===== config.mk =====
export PLATFORM = sky130hd
export DESIGN_NAME = zero_run_detector
export DESIGN_NICKNAME = d
export VERILOG_FILES = /design/src/rtl/zero_run_detector_pkg.sv /design/src/rtl/zero_run_detector_lzc.sv /design/src/rtl/zero_run_detector.sv
export SDC_FILE = /design/constraint.sdc
export NUM_CORES = 1
export LEC_CHECK = 0
export CELL_PAD_IN_SITES_DETAIL_PLACEMENT = 1
export CELL_PAD_IN_SITES_GLOBAL_PLACEMENT = 2
export CORE_MARGIN = 2
export CORE_UTILIZATION = 31
export CTS_CLUSTER_SIZE = 16
export DETAILED_ROUTE_END_ITERATION = 7
export HOLD_SLACK_MARGIN = 0.06
export PLACE_DENSITY_LB_ADDON = 0.1
export REMOVE_ABC_BUFFERS = 1
export SLEW_MARGIN = 0
export SYNTH_ARGS = -nofsm -noshare
export SYNTH_HDL_FRONTEND = slang
export SYNTH_SLANG_ARGS = --single-unit

===== constraint.sdc =====
create_clock -name clk -period 4.8 [get_ports clk]
set_input_delay 0.72 -clock clk [delete_from_list [all_inputs] [get_ports clk]]
set_output_delay 0.72 -clock clk [all_outputs]
set_load 0.1 [all_outputs]

===== src/rtl/zero_run_detector_pkg.sv =====
// Shared definitions for the zero run detector: FSM state encodings and the
// ceiling-log2 helper used to size the leading-zero count.
package zero_run_detector_pkg;

    // Run tracker states. The encodings are fixed so status readers can
    // decode a captured state value directly.
    typedef enum logic [1:0] {
        ST_IDLE  = 2'b00,
        ST_RUN   = 2'b01,
        ST_ALARM = 2'b10
    } run_state_t;

    // Ceiling log2 usable in constant expressions; clog2(1) is 0.
    function automatic int clog2(input int value);
        int result = 0;
        for (int i = 0; i < 31; i++) begin
            if ((1 << i) < value) begin
                result = i + 1;
            end
        end
        return result;
    endfunction

endpackage


===== src/rtl/zero_run_detector_lzc.sv =====
// Combinational zero flag and leading-zero counter built as a balanced
// pairwise tree. Each node reports whether its slice is all zeros and how
// many zeros lead it; a parent takes the upper half's count unless that half
// is empty, in which case it adds the half size to the lower half's count.
// Widths that are not a power of two are padded with zeros at the LSB end
// and the all-zero count is clamped back to WIDTH.
module zero_lzc_tree
    import zero_run_detector_pkg::*;
#(
    parameter int WIDTH = 8,
    localparam int LZ_W = clog2(WIDTH + 1)
) (
    input  logic [WIDTH-1:0] in_data,
    output logic             is_zero,
    output logic [LZ_W-1:0]  lzc
);

    localparam int PAD_W = 1 << clog2(WIDTH);

    generate
        if (WIDTH == 1) begin : g_leaf
            // A single bit leads with one zero exactly when it is zero.
            assign is_zero = ~in_data[0];
            assign lzc     = ~in_data;
        end else if (PAD_W != WIDTH) begin : g_pad
            localparam int PAD_LZ_W = clog2(PAD_W + 1);

            logic [PAD_W-1:0]    padded;
            logic                pad_zero;
            logic [PAD_LZ_W-1:0] pad_lzc;

            // LSB-side padding leaves the count of any nonzero word unchanged.
            assign padded = {in_data, {(PAD_W - WIDTH){1'b0}}};

            zero_lzc_tree #(
                .WIDTH (PAD_W)
            ) u_pad (
                .in_data (padded),
                .is_zero (pad_zero),
                .lzc     (pad_lzc)
            );

            // Only an all-zero word can count past WIDTH; clamp it back.
            assign is_zero = pad_zero;
            assign lzc     = (pad_lzc > PAD_LZ_W'(WIDTH)) ? LZ_W'(WIDTH)
                                                          : LZ_W'(pad_lzc);
        end else begin : g_split
            localparam int HALF      = WIDTH / 2;
            localparam int HALF_LZ_W = clog2(HALF + 1);

            logic                 hi_zero;
            logic                 lo_zero;
            logic [HALF_LZ_W-1:0] hi_lzc;
            logic [HALF_LZ_W-1:0] lo_lzc;

            zero_lzc_tree #(
                .WIDTH (HALF)
            ) u_hi (
                .in_data (in_data[WIDTH-1:HALF]),
                .is_zero (hi_zero),
                .lzc     (hi_lzc)
            );

            zero_lzc_tree #(
                .WIDTH (HALF)
            ) u_lo (
                .in_data (in_data[HALF-1:0]),
                .is_zero (lo_zero),
                .lzc     (lo_lzc)
            );

            // Merge: an empty upper half passes the count through to the
            // lower half, offset by the upper half's width.
            assign is_zero = hi_zero & lo_zero;
            assign lzc     = hi_zero ? (LZ_W'(HALF) + LZ_W'(lo_lzc))
                                     : LZ_W'(hi_lzc);
        end
    endgenerate

endmodule


===== src/rtl/zero_run_detector.sv =====
// Clocked zero detector with run-length tracking. Every valid sample updates
// the registered zero flag and leading-zero count, advances a saturating
// count of consecutive all-zero words, and drives a sticky alarm once that
// count reaches THRESH. A synchronous clear resets the run tracking; a sample
// arriving with the clear is judged against the cleared state.
module zero_run_detector
    import zero_run_detector_pkg::*;
#(
    parameter int WIDTH  = 8,
    parameter int THRESH = 4,
    parameter int CNT_W  = 8,
    localparam int LZ_W  = clog2(WIDTH + 1)
) (
    input  logic             clk,
    input  logic             rst_n,
    input  logic             in_valid,
    input  logic [WIDTH-1:0] in_data,
    input  logic             clear,
    output logic             out_valid,
    output logic             is_zero,
    output logic [LZ_W-1:0]  lzc,
    output logic [CNT_W-1:0] run_len,
    output logic             alarm
);

    localparam logic [CNT_W-1:0] RUN_ONE    = CNT_W'(1);
    localparam logic [CNT_W-1:0] RUN_MAX    = '1;
    localparam logic [CNT_W-1:0] THRESH_CNT = CNT_W'(THRESH);

    run_state_t       state;
    run_state_t       base_state;
    run_state_t       next_state;
    logic [CNT_W-1:0] base_run;
    logic [CNT_W-1:0] next_run;
    logic             word_zero;
    logic [LZ_W-1:0]  word_lzc;

    zero_lzc_tree #(
        .WIDTH (WIDTH)
    ) u_tree (
        .in_data (in_data),
        .is_zero (word_zero),
        .lzc     (word_lzc)
    );

    // Next run state for the current sample, starting from the cleared state
    // when clear accompanies it.
    always_comb begin
        base_state = clear ? ST_IDLE : state;
        base_run   = clear ? '0 : run_len;
        next_state = base_state;
        next_run   = base_run;
        case (base_state)
            ST_IDLE: begin
                if (word_zero) begin
                    next_run   = RUN_ONE;
                    next_state = (THRESH == 1) ? ST_ALARM : ST_RUN;
                end else begin
                    next_run   = '0;
                end
            end
            ST_RUN: begin
                if (word_zero) begin
                    next_run = base_run + RUN_ONE;
                    if (next_run == THRESH_CNT) begin
                        next_state = ST_ALARM;
                    end
                end else begin
                    next_run   = '0;
                    next_state = ST_IDLE;
                end
            end
            ST_ALARM: begin
                if (word_zero) begin
                    if (base_run != RUN_MAX) begin
                        next_run = base_run + RUN_ONE;
                    end
                end else begin
                    next_run = '0;
                end
            end
            default: begin
                next_run   = '0;
                next_state = ST_IDLE;
            end
        endcase
    end

    // State and output registers: samples update everything, a lone clear
    // resets only the run tracking, and idle cycles hold all values.
    always_ff @(posedge clk or negedge rst_n) begin
        if (!rst_n) begin
            state     <= ST_IDLE;
            run_len   <= '0;
            alarm     <= 1'b0;
            out_valid <= 1'b0;
            is_zero   <= 1'b0;
            lzc       <= '0;
        end else begin
            out_valid <= in_valid;
            if (in_valid) begin
                state   <= next_state;
                run_len <= next_run;
                alarm   <= (next_state == ST_ALARM);
                is_zero <= word_zero;
                lzc     <= word_lzc;
            end else if (clear) begin
                state   <= ST_IDLE;
                run_len <= '0;
                alarm   <= 1'b0;
            end
        end
    end

endmodule

==> run metrics, run 1 <==
status=complete, no violations; chip width=63.6 microns; number of global-route vias before repair=1143; Placer Congestion=0.804; setup_tns=0 ps; root buffer cell=clkbuf_4; Post-Route WL=3210 microns; CTS HTree Levels=1; Worst Path Required=4080 ps; Starting Density=0.328; Yosys top cell area share=0.363; Max Slew Vio Count=0; Die Span Y=63.6 microns; worst setup margin=1990 ps; total track usage=0.176; FILL cells=426; Resize count post-CTS=0; count of yosys warnings during synthesis=0; die area=4050 sq um; RSZ-0062 raised after global routing=false; Clk Latency, worst-skew pair=300 ps; ys flop type=dfrtp_1; fin nets=158; most common cell in the netlist=dfrtp_1; area growth from synthesis to layout=26.8%; Setup crit start kind=flop; TritonCTS clock tree=built; max_cap viols=0; Synth Cell Area=1100 sq um; Row Count=21; Min Clock Period, post-route=2810 ps; CP delay by family, top=buffers and inverters; final worst path period share=0.586; ANT nets after route=0; Clock Pin Slew Worst Setup and Hold Paths=110 ps; Fmax=355 MHz; largest net degree at the start of global routing=20; class of the worst hold path=flop to flop; Area contributors post-synth=dfrtp_1 36%, nand2_1 3.7%, nor4_2 3.4%, o21ai_1 3.2%, nor2b_1 2.8%; largest area contributor in the netlist=dfrtp_1; DR pass1 iterations=4; Via density=5.54; wire per inst=16.8 microns; CP max stage delay=1210 ps; setup bufs post-CTS=0; Post-Place Worst Slack=1950 ps; Worst Max-Slew Pin Slew=979 ps; power density relative to cell area=203 nW/um^2; Worst Setup End Kind=output port; via count=1059; DR DRC count=0; FF+latch area=400 sq um; static leakage=0.533 nW; ys async rst share=1.00; Final HPWL DP=2310 microns; Diodes inserted=0; setup slack, reg-to-reg=2960 ps; crit path max-delay cell type=clkdlybuf4s50_1; register area share after synthesis=0.363; Multi-input gate area=613 sq um; clock sinks=16; Overflow after GRT=0; Final setup viols=0; Hold Vio Cnt, Final=0; CP Launch Point=run_len[3]$_DFF_PN0_; IO Port Bufs=26; 1st-iter DRT viols=64; Post-synth EDFFs=0; first-pass GRT wire length=5530 microns; min-delay src=lzc[2]$_DFFE_PN0P_; IO Pins=27; Max transition margin=0.346; CTS Hold Buffers Added=0; most instantiated cells after synthesis=16 x dfrtp_1, 11 x nand2_1, 8 x inv_1; Num CTS Buffers=3; initial antenna violation count=0; critical path start-end classification=flop to output port; Final Skew=11.1 ps; Worst Path Buf+Inv=1; core area=3360 sq um; crit path max fanout=9; CP arrival=2090 ps; crit-path cells=clkdlybuf4s50_1; Peak VDD IR=0.127 mV; Max Root-Sink Buffers=2; worst r2r src=run_len[3]$_DFF_PN0_; share of post-route cells with drive strength above 1=0.0759; unique cell type count in the Yosys netlist=48; #FFs+latches synth=16; Cells after Synth=126; Avg Cell Area, Syn=8.75 sq um
worst paths after layout:
path / to / cells after the start
setup / recovery: run_len[3] / 1
hold / removal: lzc[2]$_DFFE_PN0P_ / 2
setup reg to reg: alarm$_DFFE_PN0P_ / 4
hold reg to reg: lzc[2]$_DFFE_PN0P_ / 2
max in group asynchronous: is_zero$_DFFE_PN0P_ / 1
min in group asynchronous: run_len[2]$_DFF_PN0_ / 1
through the flow:
| step | power, mW | utilization | instances | cell area (sq um) | hold WS [ps] |
|---|---|---|---|---|---|
| after detailed placement | 0.191 | 0.405 | 187 | 1360 | 513 |
| after floorplan | 0.166 | - | 115 | 1040 | 424 |
| after CTS | 0.289 | 0.416 | 191 | 1400 | 537 |
| after global placement | 0.191 | 0.405 | 187 | 1360 | 503 |
| final | 0.284 | 0.416 | 191 | 1400 | 530 |
| after global routing | 0.298 | 0.416 | 191 | 1400 | 584 |
kinds of logic (layout without fill, tap and decap cells):
kind of cell | count (synthesis) | count (layout) | share of synthesized area
AND/OR/NAND/NOR | 51 | 51 | 0.291
XOR/XNOR | 3 | 3 | 0.0238
buffers and inverters | 19 | 38 | 0.0806
multiplexers | 1 | 1 | 0.0102
flip-flops | 16 | 16 | 0.363
AO/OA/AOI/OAI | 36 | 36 | 0.232
state kept, by name, summed over array words and instances, names as in the netlist:
signal / cells
out_valid: 1
state: 2
is_zero: 1
alarm: 1
run_len: 8
lzc: 3
where the power goes:
part,switching (mW),internal (mW)
logic,0.0340,0.0157
clock network,0.0497,0.0463
registers,0.00133,0.137
per-layer routing:
metal  up-vias  share of wire  GRT usage
li1        500              -          -
met3         4          0.038     0.0250
met5         -              0          0
met4         0          0.017     0.0815
met2        28           0.50      0.316
met1       527           0.45      0.204
final cells by class:
class | count | share of cell area
timing repair buffer | 26 | 0.186
clock buffer | 4 | 0.0260
sequential | 16 | 0.286
multi-input combinational | 91 | 0.439
inverter | 8 | 0.0215
tap | 46 | 0.0412
layout by cell type (no fill, tap or decap), types with 2 or more instances in the layout:
cell type / Yosys / final
clkdlybuf4s50_1: 0 / 26
dfrtp_1: 16 / 16
nand2_1: 11 / 11
inv_1: 8 / 8
o21ai_1: 7 / 7
nor2b_1: 5 / 5
nor2_1: 5 / 5
a21oi_1: 5 / 5
nand3_1: 4 / 4
nor3_1: 4 / 4
nand3b_1: 3 / 3
nor4_2: 3 / 3
a22oi_1: 3 / 3
nor4_1: 3 / 3
clkbuf_4: 0 / 3
and3_1: 2 / 2
xnor2_1: 2 / 2
a22o_1: 2 / 2
a32oi_1: 2 / 2
o311ai_1: 2 / 2
o31ai_1: 2 / 2
Note: power is estimated with default switching activity, not from simulation.
==> run 2, diff against run 1 <==
--- a/config.mk
+++ b/config.mk
@@ -8,7 +8,7 @@
 export CELL_PAD_IN_SITES_DETAIL_PLACEMENT = 1
 export CELL_PAD_IN_SITES_GLOBAL_PLACEMENT = 2
 export CORE_MARGIN = 2
-export CORE_UTILIZATION = 31
+export CORE_UTILIZATION = 26
 export CTS_CLUSTER_SIZE = 16
 export DETAILED_ROUTE_END_ITERATION = 7
 export HOLD_SLACK_MARGIN = 0.06
==> constraint.sdc (replaced) <==
create_clock -name clk -period 2.39 [get_ports clk]
set_input_delay 0.3585 -clock clk [delete_from_list [all_inputs] [get_ports clk]]
set_output_delay 0.3585 -clock clk [all_outputs]
set_load 0.1 [all_outputs]
==> run 2 against run 1 <==
Effect of this change: global-route usage fell by 2.5 points; die area is 18% higher; total power increased by 120%; clock skew decreased by 6.9 ps; highest routed layer unchanged.
==> run metrics, run 2 (synthesis gave the netlist of run 1 again) <==
Worst Path Required=2580 ps (was 4080 ps); Fmax=498 MHz; Worst Max-Slew Pin Slew=462 ps (was 979 ps); FILL cells=495 (was 426); Final setup viols=0 (unchanged); Max Root-Sink Buffers=2 (unchanged); Clock Pin Slew Worst Setup and Hold Paths=80 ps (was 110 ps); worst r2r src=run_len[3]$_DFF_PN0_ (unchanged); RR Endpoint=alarm$_DFFE_PN0P_ (unchanged); root buffer cell=clkbuf_8 (was clkbuf_4); CP Launch Point=clear (was run_len[3]$_DFF_PN0_); Post-Place Worst Slack=152 ps (was 1950 ps); share of post-route cells with drive strength above 1=0.232 (was 0.0759); CTS HTree Levels=1 (unchanged); Worst Setup End Kind=flop (was output port); DR pass1 iterations=4 (unchanged); IO Port Bufs=26 (unchanged); Setup crit start kind=input pin (was flop); most frequent cells in the layout=25 x buf_4, 16 x dfrtp_1, 11 x nand2_1, 11 x clkdlybuf4s50_1, 8 x inv_1 (was 26 x clkdlybuf4s50_1, 16 x dfrtp_1, 11 x nand2_1); Clk Latency, worst-skew pair=250 ps (was 300 ps); Num CTS Buffers=3 (unchanged); largest net degree at the start of global routing=18 (was 20); TritonCTS clock tree=built (unchanged); crit path max fanout=8 (was 9); max_cap viols=0 (unchanged); Overflow after GRT=0 (unchanged); top flop regs=run_len x8, lzc x3, state x2 (unchanged); Max transition margin=0.690 (was 0.346); setup_tns=0 ps (unchanged); static leakage=0.621 nW (was 0.533 nW); Final HPWL DP=2490 microns (was 2310 microns); Post-Route WL=3350 microns (was 3210 microns); power density relative to cell area=438 nW/um^2 (was 203 nW/um^2); chip width=69.1 microns (was 63.6 microns); Starting Density=0.274 (was 0.328); Diodes inserted=0 (unchanged); Row Count=23 (was 21); wire per inst=16.3 microns (was 16.8 microns); Die Span Y=69.1 microns (was 63.6 microns); CTS Hold Buffers Added=0 (unchanged); DR DRC count=0 (unchanged); most common cell after layout, fill and taps aside=buf_4 (was clkdlybuf4s50_1); Placer Congestion=0.759 (was 0.804); status=complete, no violations (unchanged); largest reg by FF count=run_len (unchanged); die area=4780 sq um (was 4050 sq um); fin nets=168 (was 158); worst reg2reg path depth=4 (unchanged); setup bufs post-CTS=0 (unchanged); CP arrival=2200 ps (was 2090 ps); number of global-route vias before repair=1154 (was 1143); RSZ-0062 raised after global routing=false (unchanged); final worst path period share=0.841; core area=4030 sq um (was 3360 sq um); IO Pins=27 (unchanged); total track usage=0.150 (was 0.176); class of the worst hold path=input pin to asynchronous set/reset pin (was flop to flop); ANT nets after route=0 (unchanged); Resize count post-CTS=0 (unchanged); max reg flops=8 (unchanged); Hold Vio Cnt, Final=0 (unchanged); Peak VDD IR=0.169 mV (was 0.127 mV); Min Clock Period, post-route=2010 ps; via count=1075 (was 1059); setup slack, reg-to-reg=610 ps (was 2960 ps); area growth from synthesis to layout=32.3% (was 26.8%); first-pass GRT wire length=5830 microns (was 5530 microns); Max Slew Vio Count=0 (unchanged); Final Skew=4.21 ps (was 11.1 ps); 1st-iter DRT viols=61 (was 64); worst setup margin=381 ps (was 1990 ps); clock sinks=16 (unchanged); initial antenna violation count=0 (unchanged); Via density=5.24 (was 5.54); critical path start-end classification=input pin to flop (was flop to output port)
==> run 2: changes by cell type in the layout (fill, tap and decap cells not counted) <==
cell	previous run	this run
clkbuf_4	3	0
clkdlybuf4s50_1	26	11
buf_4	0	25
clkbuf_8	1	4
==> run 2: worst max-delay path by stage <==
stage	to	slack, ps	cells past startpoint
after global placement	state[1]$_DFF_PN0_	190	5
after global routing	run_len[0]$_DFF_PN0_	240	5
final	alarm$_DFFE_PN0P_	380	5
after CTS	alarm$_DFFE_PN0P_	400	5
after floorplan	state[1]$_DFF_PN0_	100	4
after detailed placement	alarm$_DFFE_PN0P_	150	5
==> run 2: area by class of cell <==
type,count,area [sq um],share of cell area
Timing Repair Buffer,36,298,0.204
Tap cell,50,62.6,0.0429
Multi-Input combinational cell,91,613,0.420
Sequential cell,16,400,0.274
Clock buffer,4,55.1,0.0377
Inverter,8,30.0,0.0206
==> run 2: layer usage <==
layer  track usage  vias to the layer above  part of all wire
li1              -                      524                 -
met1         0.197                      521              0.45
met2         0.261                       28              0.50
met3        0.0263                        2             0.044
met4        0.0261                        0            0.0024
met5             0                        -                 0
==> run 2: where the power goes <==
part / switching (mW) / internal (mW)
clock: 0.110 / 0.146
combinational: 0.0700 / 0.0352
sequential: 0.00265 / 0.275
==> run 2: critical path, cell delays in order <==
cell             delay (ps)
clkdlybuf4s50_1         540
nand3b_1                410
or4_4                   510
a21oi_1                 220
a31o_1                  160
==> run 2: metrics by stage <==
| stage | power [mW] | cells | cell area [sq um] | hold slack [ps] | utilization |
|---|---|---|---|---|---|
| 2_1_floorplan | 0.334 | 115 | 1040 | 62.9 | - |
| 3_3_place_gp | 0.389 | 201 | 1400 | 503 | 0.348 |
| 3_5_place_dp | 0.390 | 201 | 1400 | 513 | 0.348 |
| 4_1_cts | 0.648 | 205 | 1460 | 438 | 0.362 |
| 5_1_grt | 0.666 | 205 | 1460 | 452 | 0.362 |
| 6_report | 0.639 | 205 | 1460 | 425 | 0.362 |
==> run 3, diff against run 2 <==
==> constraint.sdc (replaced) <==
create_clock -name clk -period 1.6 [get_ports clk]
set_input_delay 0.24 -clock clk [delete_from_list [all_inputs] [get_ports clk]]
set_output_delay 0.24 -clock clk [all_outputs]
set_load 0.1 [all_outputs]
==> run 3 against run 2 <==
Effect of this change: total power is 56% higher; design area increased by 32%; flip-flop and latch count is the same; setup slack worse by 330 ps; sequential share of layout area shrank 6.5 points; first-iteration DRC count decreased by 20%; hold slack lost 110 ps; via count up 13%; global-route usage rose by 2.0 points; core utilization up 11 points; critical path depth did not move; sequential power increased by 51%.
==> run metrics, run 3 (synthesis gave the netlist of run 1 again) <==
top flop regs=run_len x8, lzc x3, state x2 (unchanged); Final Non-Filler Cells=235 (was 205); Diodes inserted=0 (unchanged); Row Count=23 (unchanged); fin nets=198 (was 168); Total Power=1000 uW (was 639 uW); initial antenna violation count=0 (unchanged); static leakage=0.820 nW (was 0.621 nW); Clock Pin Slew Worst Setup and Hold Paths=70 ps (was 80 ps); crit path max-delay cell type=dfrtp_1 (was clkdlybuf4s50_1); crit path max fanout=5 (was 8); clock share of power=0.376 (was 0.401); internal cell power=719 uW (was 457 uW); NetSw=280 uW (was 182 uW); area growth from synthesis to layout=74.1% (was 32.3%); CP Launch Point=run_len[5]$_DFF_PN0_ (was clear); Starting Density=0.274 (unchanged); Die Span Y=69.1 microns (unchanged); Final setup viols=0 (unchanged); met1 Use GR=0.189 (was 0.197); DR pass1 iterations=4 (unchanged); clock sinks=16 (unchanged); CP arrival=1680 ps (was 2200 ps); Num CTS Buffers=3 (unchanged); RSZ-0062 raised after global routing=true (was false); Worst Setup End Kind=flop (unchanged); Peak VDD IR=0.558 mV (was 0.169 mV); Via density=5.18 (was 5.24); CTS HTree Levels=1 (unchanged); max reg flops=8 (unchanged); Multi-input gate area=657 sq um (was 613 sq um); met3 global-route usage=0.0336 (was 0.0263); placed insts=230 (was 201); TritonCTS clock tree=built (unchanged); largest net degree at the start of global routing=17 (was 18); Placer Congestion=0.850 (was 0.759); final worst path period share=0.965; die area=4780 sq um (unchanged); Setup crit start kind=flop (was input pin); FILL cells=465 (was 495); Fmax=648 MHz; Post-Route WL=3910 microns (was 3350 microns); DR DRC count=0 (unchanged); Max Root-Sink Buffers=2 (unchanged); wire per inst=16.7 microns (was 16.3 microns); via count=1217 (was 1075); Max transition margin=0.766 (was 0.690); Worst Path Buf+Inv=1 (unchanged); Final Skew=4.83 ps (was 4.21 ps); status=complete, no violations (unchanged); most common cell after layout, fill and taps aside=buf_4 (unchanged); IO Port Bufs=26 (unchanged); root buffer cell=clkbuf_8 (unchanged); sequential share of power=0.419 (was 0.435); Comb pwr share=0.205 (was 0.165); core area=4030 sq um (unchanged); first-pass GRT wire length=6580 microns (was 5830 microns); class of the worst hold path=input pin to asynchronous set/reset pin (unchanged); layer with the highest usage=met2 (unchanged); crit-path cells=nand3b_1 -> nor4_2 -> buf_4 -> or3_1 -> a32o_1 (was clkdlybuf4s50_1 -> nand3b_1 -> or4_4 -> a21oi_1 -> a31o_1); CP max stage delay=410 ps (was 540 ps); Switching Fraction=0.280 (was 0.285); IO Pins=27 (unchanged); worst r2r src=run_len[5]$_DFF_PN0_ (was run_len[3]$_DFF_PN0_); Final Core Density=0.476 (was 0.362); met2 Usage GRT=0.322 (was 0.261); largest reg by FF count=run_len (unchanged); Post-Place Worst Slack=-354 ps (was 152 ps); Clk Latency, worst-skew pair=250 ps (about the same); Hold Vio Cnt, Final=0 (unchanged); max_cap viols=0 (unchanged); Min Clock Period, post-route=1540 ps; worst setup margin=55.8 ps (was 381 ps); Max Slew Vio Count=0 (unchanged); most frequent cells in the layout=39 x buf_4, 15 x dfrtp_1, 15 x buf_12 (was 25 x buf_4, 16 x dfrtp_1, 11 x nand2_1, 11 x clkdlybuf4s50_1, 8 x inv_1); ANT nets after route=0 (unchanged); CP delay by family, top=simple AND/OR/NAND/NOR gates (unchanged); number of global-route vias before repair=1389 (was 1154); FF+latch area=402 sq um (was 400 sq um); power density relative to cell area=521 nW/um^2 (was 438 nW/um^2); share of post-route cells with drive strength above 1=0.384 (was 0.232); Worst Max-Slew Pin Slew=346 ps (was 462 ps); Overflow after GRT=0 (unchanged); chip width=69.1 microns (unchanged); total track usage=0.170 (was 0.150); Worst Path Required=1740 ps (was 2580 ps); critical path start-end classification=flop to flop (was input pin to flop); Final HPWL DP=3060 microns (was 2490 microns); 1st-iter DRT viols=49 (was 61)
-- run 3: per-stage QoR --
| step | area (sq um) | setup TNS (ps) | hold slack, ps |
|---|---|---|---|
| global placement | 1810 | -2740 | 552 |
| CTS | 1860 | 0 | 319 |
| detailed placement | 1810 | -3230 | 557 |
| floorplan | 1040 | -5790 | -55.6 |
| finish | 1920 | 0 | 311 |
| global route | 1920 | -78.2 | 334 |
-- run 3: power groups by stage --
stage	clock, mW	sequential, mW	combinational, mW
after global routing	0.406	0.420	0.217
final	0.376	0.419	0.205
after detailed placement	0	0.427	0.203
after floorplan	0	0.476	0.0223
after CTS	0.385	0.419	0.202
after global placement	0	0.427	0.198
-- run 3: final timing paths --
check | to | slack, ps | depth (start not counted)
setup / recovery | run_len[0]$_DFF_PN0_ | 60 | 5
hold / removal | run_len[6]$_DFF_PN0_ | 310 | 2
setup reg to reg | run_len[0]$_DFF_PN0_ | 60 | 5
hold reg to reg | lzc[2]$_DFFE_PN0P_ | 580 | 2
max in group asynchronous | run_len[3]$_DFF_PN0_ | 1080 | 2
min in group clk | lzc[2]$_DFFE_PN0P_ | 580 | 2
-- run 3: final cells by class --
class | count | area share
inverter | 8 | 0.0156
multi-input combinational | 91 | 0.342
tap | 50 | 0.0326
clock buffer | 4 | 0.0287
timing repair buffer | 66 | 0.372
sequential | 16 | 0.209
-- run 3: timing repair --
action / CTS / global route
gates resized for setup: 1 / 8
setup endpoints to repair: 7 / 7
hold buffers: 0 / 0
buffers inserted: 0 / 1
pin swaps: 0 / 4
cloned: 0 / 0
-- run 3: metal layers --
metal  part of all wire  wire length (microns)
met4              0.016                     64
met5                  0                      0
met3              0.038                    149
met2               0.56                   2190
met1               0.39                   1510
